$ cat src/rtl/loop_mon_pkg.sv
// Shared definitions for the loop oscillation monitor: FSM states and
// default measurement timing.
package loop_mon_pkg;

  localparam int unsigned SETTLE_DEF = 4;
  localparam int unsigned WIN_DEF    = 16;
  localparam int unsigned THRESH_DEF = 4;

  typedef enum logic [1:0] {
    ST_IDLE   = 2'd0,
    ST_SETTLE = 2'd1,
    ST_WATCH  = 2'd2,
    ST_REPORT = 2'd3
  } mon_state_e;

endpackage

$ cat src/rtl/toggle_counter.sv
// Per-net saturating toggle counter; compares the synchronized bit against
// its value one cycle earlier and exposes the next count combinationally.
module toggle_counter #(
  parameter int unsigned WIN = 16,
  parameter int unsigned CW  = $clog2(WIN + 1)
) (
  input  logic          clk,
  input  logic          rst,
  input  logic          clr_i,
  input  logic          en_i,
  input  logic          bit_i,
  output logic [CW-1:0] cnt_d_c
);

  logic          prev_q;
  logic [CW-1:0] cnt_q;
  logic [CW-1:0] cnt_d;

  always_comb begin
    cnt_d = cnt_q;
    if (clr_i) begin
      cnt_d = '0;
    end else if (en_i && (bit_i != prev_q) && (cnt_q != CW'(WIN))) begin
      cnt_d = cnt_q + CW'(1);
    end
  end

  // prev_q tracks every cycle so the first counted cycle compares
  // against the last uncounted one
  always_ff @(posedge clk or posedge rst) begin
    if (rst) begin
      prev_q <= 1'b0;
      cnt_q  <= '0;
    end else begin
      prev_q <= bit_i;
      cnt_q  <= cnt_d;
    end
  end

  assign cnt_d_c = cnt_d;

endmodule

$ cat src/rtl/loop_osc_monitor.sv
// Measures toggle activity on asynchronous loop nets over a fixed window
// after a settle period and holds the result until the consumer accepts it.
module loop_osc_monitor
  import loop_mon_pkg::*;
#(
  parameter int unsigned NETS   = 3,
  parameter int unsigned SETTLE = SETTLE_DEF,
  parameter int unsigned WIN    = WIN_DEF,
  parameter int unsigned THRESH = THRESH_DEF
) (
  input  logic                       clk,
  input  logic                       rst,
  input  logic                       start,
  input  logic [NETS-1:0]            net_in,
  output logic                       busy,
  output logic                       result_valid,
  input  logic                       result_ready,
  output logic [NETS-1:0]            osc_mask,
  output logic [NETS-1:0]            stable_val,
  output logic [$clog2(WIN+1)-1:0]   toggle_max
);

  localparam int unsigned CW   = $clog2(WIN + 1);
  localparam int unsigned PMAX = (SETTLE > WIN) ? SETTLE : WIN;
  localparam int unsigned PW   = $clog2(PMAX + 1);

  mon_state_e      state_q, state_d;
  logic [PW-1:0]   phase_q, phase_d;
  logic            busy_q, busy_d;
  logic            valid_q, valid_d;
  logic [NETS-1:0] sync1_q, sync2_q;
  logic [NETS-1:0] osc_q, osc_d;
  logic [NETS-1:0] stable_q;
  logic [CW-1:0]   max_q, max_c;
  logic            clr_c, cnt_en_c, capture_c;
  logic [CW-1:0]   cnt_next_c [NETS];

  always_ff @(posedge clk or posedge rst) begin
    if (rst) begin
      sync1_q <= '0;
      sync2_q <= '0;
    end else begin
      sync1_q <= net_in;
      sync2_q <= sync1_q;
    end
  end

  for (genvar g = 0; g < NETS; g++) begin : g_cnt
    toggle_counter #(
      .WIN (WIN),
      .CW  (CW)
    ) u_cnt (
      .clk     (clk),
      .rst     (rst),
      .clr_i   (clr_c),
      .en_i    (cnt_en_c),
      .bit_i   (sync2_q[g]),
      .cnt_d_c (cnt_next_c[g])
    );
  end

  // Result is built from next-cycle counts so the final WATCH toggle is included
  always_comb begin
    max_c = '0;
    osc_d = '0;
    for (int unsigned i = 0; i < NETS; i++) begin
      osc_d[i] = (32'(cnt_next_c[i]) >= THRESH);
      if (cnt_next_c[i] > max_c) max_c = cnt_next_c[i];
    end
  end

  always_comb begin
    state_d   = state_q;
    phase_d   = phase_q;
    clr_c     = 1'b0;
    cnt_en_c  = 1'b0;
    capture_c = 1'b0;
    unique case (state_q)
      ST_IDLE: begin
        if (start) begin
          state_d = ST_SETTLE;
          phase_d = '0;
          clr_c   = 1'b1;
        end
      end
      ST_SETTLE: begin
        if (phase_q == PW'(SETTLE - 1)) begin
          state_d = ST_WATCH;
          phase_d = '0;
        end else begin
          phase_d = phase_q + PW'(1);
        end
      end
      ST_WATCH: begin
        cnt_en_c = 1'b1;
        if (phase_q == PW'(WIN - 1)) begin
          state_d   = ST_REPORT;
          phase_d   = '0;
          capture_c = 1'b1;
        end else begin
          phase_d = phase_q + PW'(1);
        end
      end
      ST_REPORT: begin
        if (valid_q && result_ready) state_d = ST_IDLE;
      end
      default: state_d = ST_IDLE;
    endcase
    busy_d  = (state_d != ST_IDLE);
    valid_d = (state_d == ST_REPORT);
  end

  always_ff @(posedge clk or posedge rst) begin
    if (rst) begin
      state_q  <= ST_IDLE;
      phase_q  <= '0;
      busy_q   <= 1'b0;
      valid_q  <= 1'b0;
      osc_q    <= '0;
      stable_q <= '0;
      max_q    <= '0;
    end else begin
      state_q <= state_d;
      phase_q <= phase_d;
      busy_q  <= busy_d;
      valid_q <= valid_d;
      if (capture_c) begin
        osc_q    <= osc_d;
        stable_q <= sync2_q;
        max_q    <= max_c;
      end
    end
  end

  assign busy         = busy_q;
  assign result_valid = valid_q;
  assign osc_mask     = osc_q;
  assign stable_val   = stable_q;
  assign toggle_max   = max_q;

endmodule

$ cat config.mk
export PLATFORM = sky130hd
export DESIGN_NAME = loop_osc_monitor
export DESIGN_NICKNAME = d
export VERILOG_FILES = /design/src/rtl/loop_mon_pkg.sv /design/src/rtl/toggle_counter.sv /design/src/rtl/loop_osc_monitor.sv
export SDC_FILE = /design/constraint.sdc
export NUM_CORES = 1
export LEC_CHECK = 0
export ABC_AREA = 0
export ABC_CLOCK_PERIOD_IN_PS = 4500
export BUFFER_PORTS_ARGS = -buffer_cell sky130_fd_sc_hd__buf_4
export CAP_MARGIN = 0
export CORE_ASPECT_RATIO = 0.75
export CORE_MARGIN = 1
export CORE_UTILIZATION = 50
export CTS_CLUSTER_DIAMETER = 60
export DETAILED_ROUTE_END_ITERATION = 6
export PLACE_DENSITY_LB_ADDON = 0.25
export SLEW_MARGIN = 20
export SYNTH_ARGS = -nofsm -noshare
export SYNTH_HDL_FRONTEND = slang
export SYNTH_SLANG_ARGS = --single-unit
export TNS_END_PERCENT = 100
$ cat constraint.sdc
create_clock -name clk -period 4.5 [get_ports clk]
set_input_delay 0.675 -clock clk [delete_from_list [all_inputs] [get_ports clk]]
set_output_delay 0.675 -clock clk [all_outputs]
set_load 0.05 [all_outputs]
### Word level (Yosys, flattened, before mapping)

Index checks and enable logic that the tools add are counted.

| operators by class | value |
|---|---|
| $add $sub $neg | 4 |
| $mul | 0 |
| multiplexer cells | 23 |
| divide/modulo/power cells | 0 |
| reduce and logical (&&, ||, !) cells | 11 |
| bitwise operators | 0 |
| $lt $le $gt $ge | 6 |
| shift-type cells | 0 |
| eq/ne operators | 13 |

Operator list:

| cell | number |
|---|---|
| 5-bit 2-to-1 mux | 12 |
| 5-bit by 1-bit adder with 5-bit output, second input constant | 4 |
| 5-bit by 3-bit >= comparator with 1-bit output, second input constant | 3 |
| 5-bit inequality test, second input constant | 3 |
| 5-bit one-hot mux with 3 select lines | 1 |
| 5-bit greater-than comparator | 2 |
| 2-bit 2-to-1 mux | 4 |
| 2-bit one-hot mux with 4 select lines | 1 |
| 1-bit logical AND | 7 |
| 2-bit == test, second input constant | 3 |
| 5-bit by 2-bit == test with 1-bit output, second input constant | 1 |
| 5-bit by 4-bit == test with 1-bit output, second input constant | 1 |
| 5-bit by 1-bit greater-than comparator with 1-bit output, second input constant | 1 |
| 1-bit 2-to-1 mux | 5 |
| 1-bit inequality test | 3 |
| 3-bit nonzero test | 1 |
| 2-bit by 1-bit == test with 1-bit output, second input constant | 1 |
| 2-bit logical NOT | 1 |
| 2-bit inequality test, second input constant | 1 |
| 2-bit AND reduction | 1 |
| 2-bit nonzero test | 1 |

| storage, ports and cells | value |
|---|---|
| input bits | 7 |
| word-level logic and storage cells | 72 |
| memories | 0 |
| output and inout bits | 13 |
| bits in latches | 0 |
| flip-flop bits (word level) | 44 |
| RAM bits | 0 |
| ROM bits | 0 |

### Logic depth before layout (Yosys ltp)

Gate-level depths: netlist (run 1).

| logic depth | value |
|---|---|
| depth in word-level cells | 12 |
| mapped depth | 19 |
| mapped depth without buffers | 18 |

### Modules after synthesis

Synthesis (run 1) repeated with hierarchy kept, for this count alone.

| second synthesis, totals | value |
|---|---|
| cell total of the unflattened synthesis | 246 |
| area total of the unflattened synthesis | 2562.5 um2 |

Modules (own cells, without submodules):

| module | cells an instance | sequential area each (um2) | area each (um2) | times used |
|---|---|---|---|---|
| loop_osc_monitor | 144 | 650.6 | 1507.7 | 1 |
| toggle_counter | 34 | 150.1 | 351.6 | 3 |

### Least setup slack after synthesis (run 1)

OpenSTA, ideal clock, no wires.

| timing path | value |
|---|---|
| path type | reg-to-reg |
| start point | reg state_q[0] |
| end point | reg max_q[0] (netlist: toggle_max[0]) |
| setup slack | 0.432 ns |
| clock period less this slack | 4.068 ns |
| data arrival time | 3.978 ns |
| data required time | 4.410 ns |
| setup time | 0.090 ns |
| path buffers | 1 |
| stages on the path, launching flop included | 19 |
| path through | dfrtp_1 > inv_1 > ha_1 > buf_4 > nand2_1 > or4_1 > a21oi_2 > inv_1 > ha_1 > and3_1 > and3_1 > a31oi_1 > mux2i_1 > ha_1 > nor2b_1 > o31ai_1 > a21oi_1 > or2_2 > o221ai_1 |

RTL lines:

| what | line | source |
|---|---|---|
| start: declaration | loop_osc_monitor.sv:27 | `mon_state_e state_q, state_d;` |
| start signal: assignment | loop_osc_monitor.sv:123 | `state_q <= state_d;` |
| end signal: assignment | loop_osc_monitor.sv:130 | `max_q <= max_c;` |
| end: declaration | loop_osc_monitor.sv:34 | `logic [CW-1:0] max_q, max_c;` |

==> impl_metrics.env, run 1 <==
export IMPL_grt_max_degree=45
export IMPL_drtIter0Drc=129
export IMPL_synth_compound_area_share_pct=14.8
export IMPL_clk_pin_slew_ns=0.09
export IMPL_synth_top_cell_area_share_pct=43.3
export IMPL_finalNetCount=309
export IMPL_rr_worst_depth=17
export IMPL_cp_endpoint="toggle_max[1]$_DFFE_PP0P_"
export IMPL_grt_pass1_vias=1888
export IMPL_max_freq_mhz=233
export IMPL_routed_via_density=5.76
export IMPL_max_cap_violations=0
export IMPL_p_leak_nw=1.41
export IMPL_synth_edf_count=0
export IMPL_ir_drop_uv=187
export IMPL_drc=0
export IMPL_cts_tree="built"
export IMPL_antenna_found_initial=0
export IMPL_grt_overflow=0
export IMPL_num_antenna_cells=0
export IMPL_reg2reg_slack_ns=0.20
export IMPL_design_portCount=20
export IMPL_routabilityCongestion=0.878
export IMPL_synth_mux_area_share_pct=5.56
export IMPL_crit_start="state_q[0]$_DFF_PP0_"
export IMPL_synth_xor_area_share_pct=2.71
export IMPL_yosysWarnings=0
export IMPL_die_height_um=63.8
export IMPL_drive_above_1_share_pct=22.0
export IMPL_clock_root_buffer="clkbuf_8"
export IMPL_fin_crit_sh_pct=95.5
export IMPL_cts_sinks=44
export IMPL_setup_tns_ns=0
export IMPL_synth_net_count=280
export IMPL_hold_buffers=0
export IMPL_die_x_um=84.3
export IMPL_antenna_left=0
export IMPL_hpwlAfterDp_mm=3.84
export IMPL_placed_area_sq_mm=0.00278
export IMPL_cts_buffers=5
export IMPL_routed_via_count=1942
export IMPL_clock_latency_ns=0.31
export IMPL_setup_viol=0
export IMPL_worstMarginPinSlew_ns=0.631
export IMPL_syn_area_sq_mm=0.00254
export IMPL_hold_class="register to register"
export IMPL_ctsHtreeMaxLevel=2
export IMPL_start_util_pct=51.9
export IMPL_worstSetupStartpointType="register"
export IMPL_r2r_end="toggle_max[1]$_DFFE_PP0P_"
export IMPL_portBuffers=19
export IMPL_async_flop_share_pct=100
export IMPL_end_kind="register"
export IMPL_syn_avg_cell_area_sq_um=10.3
export IMPL_synth_cells=247
export IMPL_grt_pass1_wl_mm=8.60
export IMPL_critPathRequiredTime_ns=4.73
export IMPL_clock_skew_ns=0.0107
export IMPL_core_area_sq_mm=0.00490
export IMPL_drt_pass1_iter_count=5
export IMPL_synth_top_family_by_area="simple AND/OR/NAND/NOR gates"
export IMPL_areaGrowthSynthToFinish_pct=17.7
export IMPL_totalWireLength_mm=5.37
export IMPL_final_min_clock_period_ns=4.30
export IMPL_pwr_density_cell_mw_per_mm2=322
export IMPL_ys_ff_latch=44
export IMPL_critPathKind="register to register"
export IMPL_synthFlopType="dfrtp_1"
export IMPL_status="finished clean"
export IMPL_path_max_fanout=8
export IMPL_drt_wirelength_per_cell_um=15.9
export IMPL_synth_simple_area_share_pct=15.7
export IMPL_relSlewSlack_pct=57.9
export IMPL_synth_cell_types=47
export IMPL_finalHoldViolCount=0
export IMPL_synthAdderAreaFrac_pct=12.8
export IMPL_grtUsageTotal_pct=21.0
export IMPL_timing_rr_start="state_q[0]$_DFF_PP0_"
export IMPL_synth_largest_area_cell="dfrtp_1"
export IMPL_clockBufferDepth=2
export IMPL_slew_violations=0
export IMPL_rows=22
export IMPL_postLayoutCellArea_sq_mm=0.00299
export IMPL_synth_area_leaders="dfrtp_1 (43%), ha_1 (13%), inv_1 (4.1%)"
export IMPL_ys_seq_area_share_pct=43.3
export IMPL_critical_path_arrival_ns=4.52
export IMPL_die_area_sq_mm=0.00538
==> worst min path at each step <==
stage                                    start                   end  slack (ns)  cells past startpoint
after floorplan           sync1_q[0]$_DFF_PP0_  sync2_q[0]$_DFF_PP0_        0.33                      0
after global placement    sync1_q[0]$_DFF_PP0_  sync2_q[0]$_DFF_PP0_        0.33                      0
after detailed placement  sync1_q[1]$_DFF_PP0_  sync2_q[1]$_DFF_PP0_        0.34                      0
after CTS                 sync1_q[0]$_DFF_PP0_  sync2_q[0]$_DFF_PP0_        0.37                      0
after global routing      sync1_q[0]$_DFF_PP0_  sync2_q[0]$_DFF_PP0_        0.37                      0
final                     sync1_q[0]$_DFF_PP0_  sync2_q[0]$_DFF_PP0_        0.36                      0
==> cell usage after synthesis (3+ instances only) <==
master	instances
mux2_2	6
o31ai_1	3
xnor2_1	3
or3_1	3
o21ai_0	18
nand4_1	8
o221ai_1	3
nand2_1	18
nor2b_1	3
xor2_1	3
a21oi_1	7
nor3_1	3
nand3_1	8
inv_1	28
a21o_1	4
nor2_1	9
and3_1	3
dfrtp_1	44
mux2i_1	6
or2_2	3
ha_1	26
==> flip-flops by register name, indices dropped and copies added, names as in the netlist <==
register	cells
phase_q	5
busy	1
toggle_max	5
sync1_q	3
g_cnt.u_cnt.prev_q	3
sync2_q	3
osc_mask	3
g_cnt.u_cnt.cnt_q	15
stable_val	3
result_valid	1
state_q	2
==> where the power goes <==
part | internal [W] | switching (W)
clock network | 0.000167 | 0.000144
registers | 0.000417 | 0.0000186
logic | 0.0000704 | 0.000146
==> kinds of logic (layout without fill, tap and decap cells) <==
kind of cell             after synthesis  after routing
AND/OR/NAND/NOR                       72             72
AO/OA/AOI/OAI                         53             53
flip-flops                            44             44
buffers and inverters                 32             62
adder cells (fa/ha/maj)               26             26
multiplexers                          13             13
XOR/XNOR                               7              7
==> layout make-up <==
class                   instances  area, sq um
inverters                      28          109
flip-flops and latches         44         1100
multi-input cells             171         1400
repair buffers                 26          195
clock inverters                 3         46.3
fillers                       425         1910
clock buffers                   5         68.8
well taps                      60         75.1
==> layer usage <==
layer	part of all wire, %	up-vias	GRT usage (%)
met2	44	49	33.0
met4	1.3	0	7.63
met3	4.7	8	4.65
li1	-	937	-
met1	50	948	29.0
met5	0	-	0
==> critical path: stages (launching register included) <==
cell and delay [ns]:
dfrtp_1 0.43, inv_1 0.19, ha_4 0.22, clkinvlp_4 0.24, o311ai_4 0.40, o41ai_4 0.18, ha_1 0.33, and3_1 0.19
and3_1 0.18, a31oi_1 0.13, buf_4 0.17, mux2i_1 0.24, ha_1 0.27, nor2b_1 0.13, o31ai_1 0.23, a21oi_1 0.13
or2_2 0.35, o221ai_1 0.18
==> cell usage in the layout, fill, tap and decap left out, types with 3 or more instances in the layout <==
cell	n
dfrtp_1	44
inv_1	26
buf_4	26
ha_1	25
o21ai_0	18
nand2_1	17
nor2_1	9
nand3_1	8
nand4_1	8
a21oi_1	6
mux2_2	6
mux2i_1	5
clkbuf_8	5
a21o_1	4
nor2b_1	3
and3_1	3
or3_1	3
xor2_1	3
or2_2	3
o31ai_1	3
o221ai_1	3
==> repair_timing <==
action,in CTS,in global routing
setup endpoints to repair,0,5
endpoints found under the hold margin,0,0
buffers inserted,0,1
resized for setup,0,17
==> per-stage QoR <==
step / utilization, % / cells / hold WS, ns / total power [W] / worst slack (ns)
after global placement: 56.7 / 328 / 0.333 / 0.000637 / 0.270
after detailed placement: 56.7 / 328 / 0.336 / 0.000642 / 0.120
after CTS: 59.1 / 336 / 0.367 / 0.000954 / 0.0839
final: 61.1 / 337 / 0.361 / 0.000964 / 0.205
after floorplan: - / 247 / 0.331 / 0.000589 / 0.432
after global routing: 61.1 / 337 / 0.369 / 0.00101 / -0.0345
Power figures use the tool's default switching activity.
==> run 2: changes to the inputs <==
Settings changed: ABC_CLOCK_PERIOD_IN_PS 4500 to 5100, CTS_BUF_LIST set to sky130_fd_sc_hd__clkbuf_2 sky130_fd_sc_hd__clkbuf_4 sky130_fd_sc_hd__clkbuf_8, GPL_TIMING_DRIVEN set to 0.
Clock period 4.5 ns to 5.1 ns, I/O delays scaled along.
==> run 2 against run 1 <==
  * Non-clock buffer count down 2
  * Combinational power decreased by 18%
  * Worst setup slack improved by 0.30 ns
  * Maximum frequency shrank 6.5%
  * Hold slack got worse by 0.0067 ns
  * Largest power group unchanged
  * Power decreased by 13%
  * Utilization decreased by 1.9 points
  * Highest routed layer unchanged
  * Critical path depth up 1
  * First-iteration DRC count decreased by 54%
  * Flip-flop and latch count unchanged
  * Final cell count shrank 0.59%
  * Die area stayed put
==> impl_metrics.env, run 2 (same netlist as run 1, synthesis figures left out) <==
export IMPL_status="finished clean"
export IMPL_setup_viol=0
export IMPL_drc=0
export IMPL_cts_buffers=5
export IMPL_end_kind="register"
export IMPL_post_cts_buffers=0
export IMPL_clockBufferDepth=2
export IMPL_num_antenna_cells=0
export IMPL_timing_rr_start="state_q[0]$_DFF_PP0_"
export IMPL_ctsHtreeMaxLevel=2
export IMPL_clock_root_buffer="clkbuf_8"
export IMPL_final_cell_mix="dfrtp_1 (44), inv_1 (27), ha_1 (26), buf_4 (21)"
export IMPL_final_common_cell="dfrtp_1"
export IMPL_max_freq_mhz=218
export IMPL_totalWireLength_mm=5.10
export IMPL_p_leak_nw=1.37
export IMPL_die_height_um=63.8
export IMPL_ir_drop_uv=219
export IMPL_groute_layer_met1_usage_pct=29.7
export IMPL_routabilityCongestion=0.883
export IMPL_worstHoldStart="sync1_q[0]$_DFF_PP0_"
export IMPL_rsz0062_at_grt="no"
export IMPL_relSlewSlack_pct=62.5
export IMPL_drive_above_1_share_pct=18.5
export IMPL_hold_buffers=0
export IMPL_finalHoldViolCount=0
export IMPL_drtIter0Drc=59
export IMPL_clk_pin_slew_ns=0.09
export IMPL_critical_path_arrival_ns=4.81
export IMPL_finalNetCount=307
export IMPL_core_area_sq_mm=0.00490
export IMPL_hpwlAfterDp_mm=3.76
export IMPL_slew_violations=0
export IMPL_routed_via_count=1881
export IMPL_cts_tree="built"
export IMPL_grt_use_met3_pct=4.39
export IMPL_die_area_sq_mm=0.00538
export IMPL_pwr_density_cell_mw_per_mm2=288
export IMPL_setup_tns_ns=0
export IMPL_grt_pass1_vias=1907
export IMPL_areaGrowthSynthToFinish_pct=14.1
export IMPL_drt_pass1_iter_count=4
export IMPL_grtUsageTotal_pct=21.3
export IMPL_top_usage_layer="met2"
export IMPL_postCtsResizedCells=0
export IMPL_portBuffers=19
export IMPL_rows=22
export IMPL_final_min_clock_period_ns=4.59
export IMPL_antenna_found_initial=0
export IMPL_holdWs_ns=0.354
export IMPL_cts_sinks=44
export IMPL_grt_max_degree=30
export IMPL_largest_reg_flops=15
export IMPL_die_x_um=84.3
export IMPL_fin_crit_sh_pct=90.0
export IMPL_antenna_left=0
export IMPL_drt_wirelength_per_cell_um=15.2
export IMPL_clock_latency_ns=0.30
export IMPL_design_portCount=20
export IMPL_path_max_fanout=9
export IMPL_critPathRequiredTime_ns=5.31
export IMPL_grt_use_met2_pct=34.8
export IMPL_start_util_pct=51.9
export IMPL_routed_via_density=5.61
export IMPL_grt_pass1_wl_mm=8.98
export IMPL_crit_start="state_q[0]$_DFF_PP0_"
export IMPL_fill_cells=452
export IMPL_max_cap_violations=0
export IMPL_worstMarginPinSlew_ns=0.558
export IMPL_worstSetupStartpointType="register"
export IMPL_clock_skew_ns=0.00742
export IMPL_grt_overflow=0
export IMPL_hold_class="register to register"
export IMPL_reg2reg_slack_ns=0.51
export IMPL_critPathKind="register to register"
export IMPL_regMostFlops="g_cnt.u_cnt.cnt_q"
-- run 2: area by class of cell --
class                      instances  area [sq um]  area share, %
buffer                             4          25.0          0.862
clock buffer                       5          68.8           2.37
clock inverter                     3          46.3           1.60
inverter                          28           105           3.62
multi-input combinational        171          1320           45.4
sequential                        44          1100           37.9
tap                               60          75.1           2.59
timing repair buffer              20           163           5.61
-- run 2: worst max-delay path, stage by stage, from the launching register on --
cell      delay (ns)
dfrtp_1         0.43
inv_1           0.14
ha_1            0.16
buf_4           0.16
inv_1           0.16
nor3_1          0.42
mux2i_1         0.33
inv_1           0.07
ha_1            0.28
nor2b_1         0.13
o21ai_0         0.13
a31oi_2         0.41
mux2i_1         0.33
ha_1            0.29
nor2b_1         0.13
o31ai_1         0.22
a21oi_1         0.14
or2_2           0.36
o211ai_1        0.20
-- run 2: path summary, 6_finish.rpt --
path | endpoint | depth (start not counted)
setup / recovery | toggle_max[4]$_DFFE_PP0P_ | 18
hold / removal | sync2_q[0]$_DFF_PP0_ | 0
setup reg to reg | toggle_max[4]$_DFFE_PP0P_ | 18
hold reg to reg | sync2_q[0]$_DFF_PP0_ | 0
max in group asynchronous | g_cnt[1].u_cnt.cnt_q[4]$_DFF_PP0_ | 3
min in group asynchronous | osc_mask[1]$_DFFE_PP0P_ | 2
-- run 2: metal layers --
layer	up-vias	part of all wire, %
met5	-	0
met4	0	0.69
met3	4	3.4
met2	32	45
met1	913	51
li1	932	-
-- run 2: metrics by stage --
| stage | cells | utilization, % | worst slack, ns | total power, W | area [sq um] |
|---|---|---|---|---|---|
| after CTS | 335 | 59.1 | 0.371 | 0.000843 | 2900 |
| after floorplan | 247 | - | 1.03 | 0.000520 | 2540 |
| after global routing | 335 | 59.2 | 0.0444 | 0.000887 | 2900 |
| after global placement | 326 | 56.3 | 0.496 | 0.000563 | 2760 |
| final | 335 | 59.2 | 0.508 | 0.000836 | 2900 |
| after detailed placement | 327 | 56.7 | 0.422 | 0.000569 | 2780 |
-- run 2: where the power goes --
group | internal (W) | total [W] | switching [W]
logic | 0.0000607 | 0.000179 | 0.000118
clock network | 0.000148 | 0.000273 | 0.000126
registers | 0.000368 | 0.000384 | 0.0000161
total | 0.000576 | 0.000836 | 0.000260
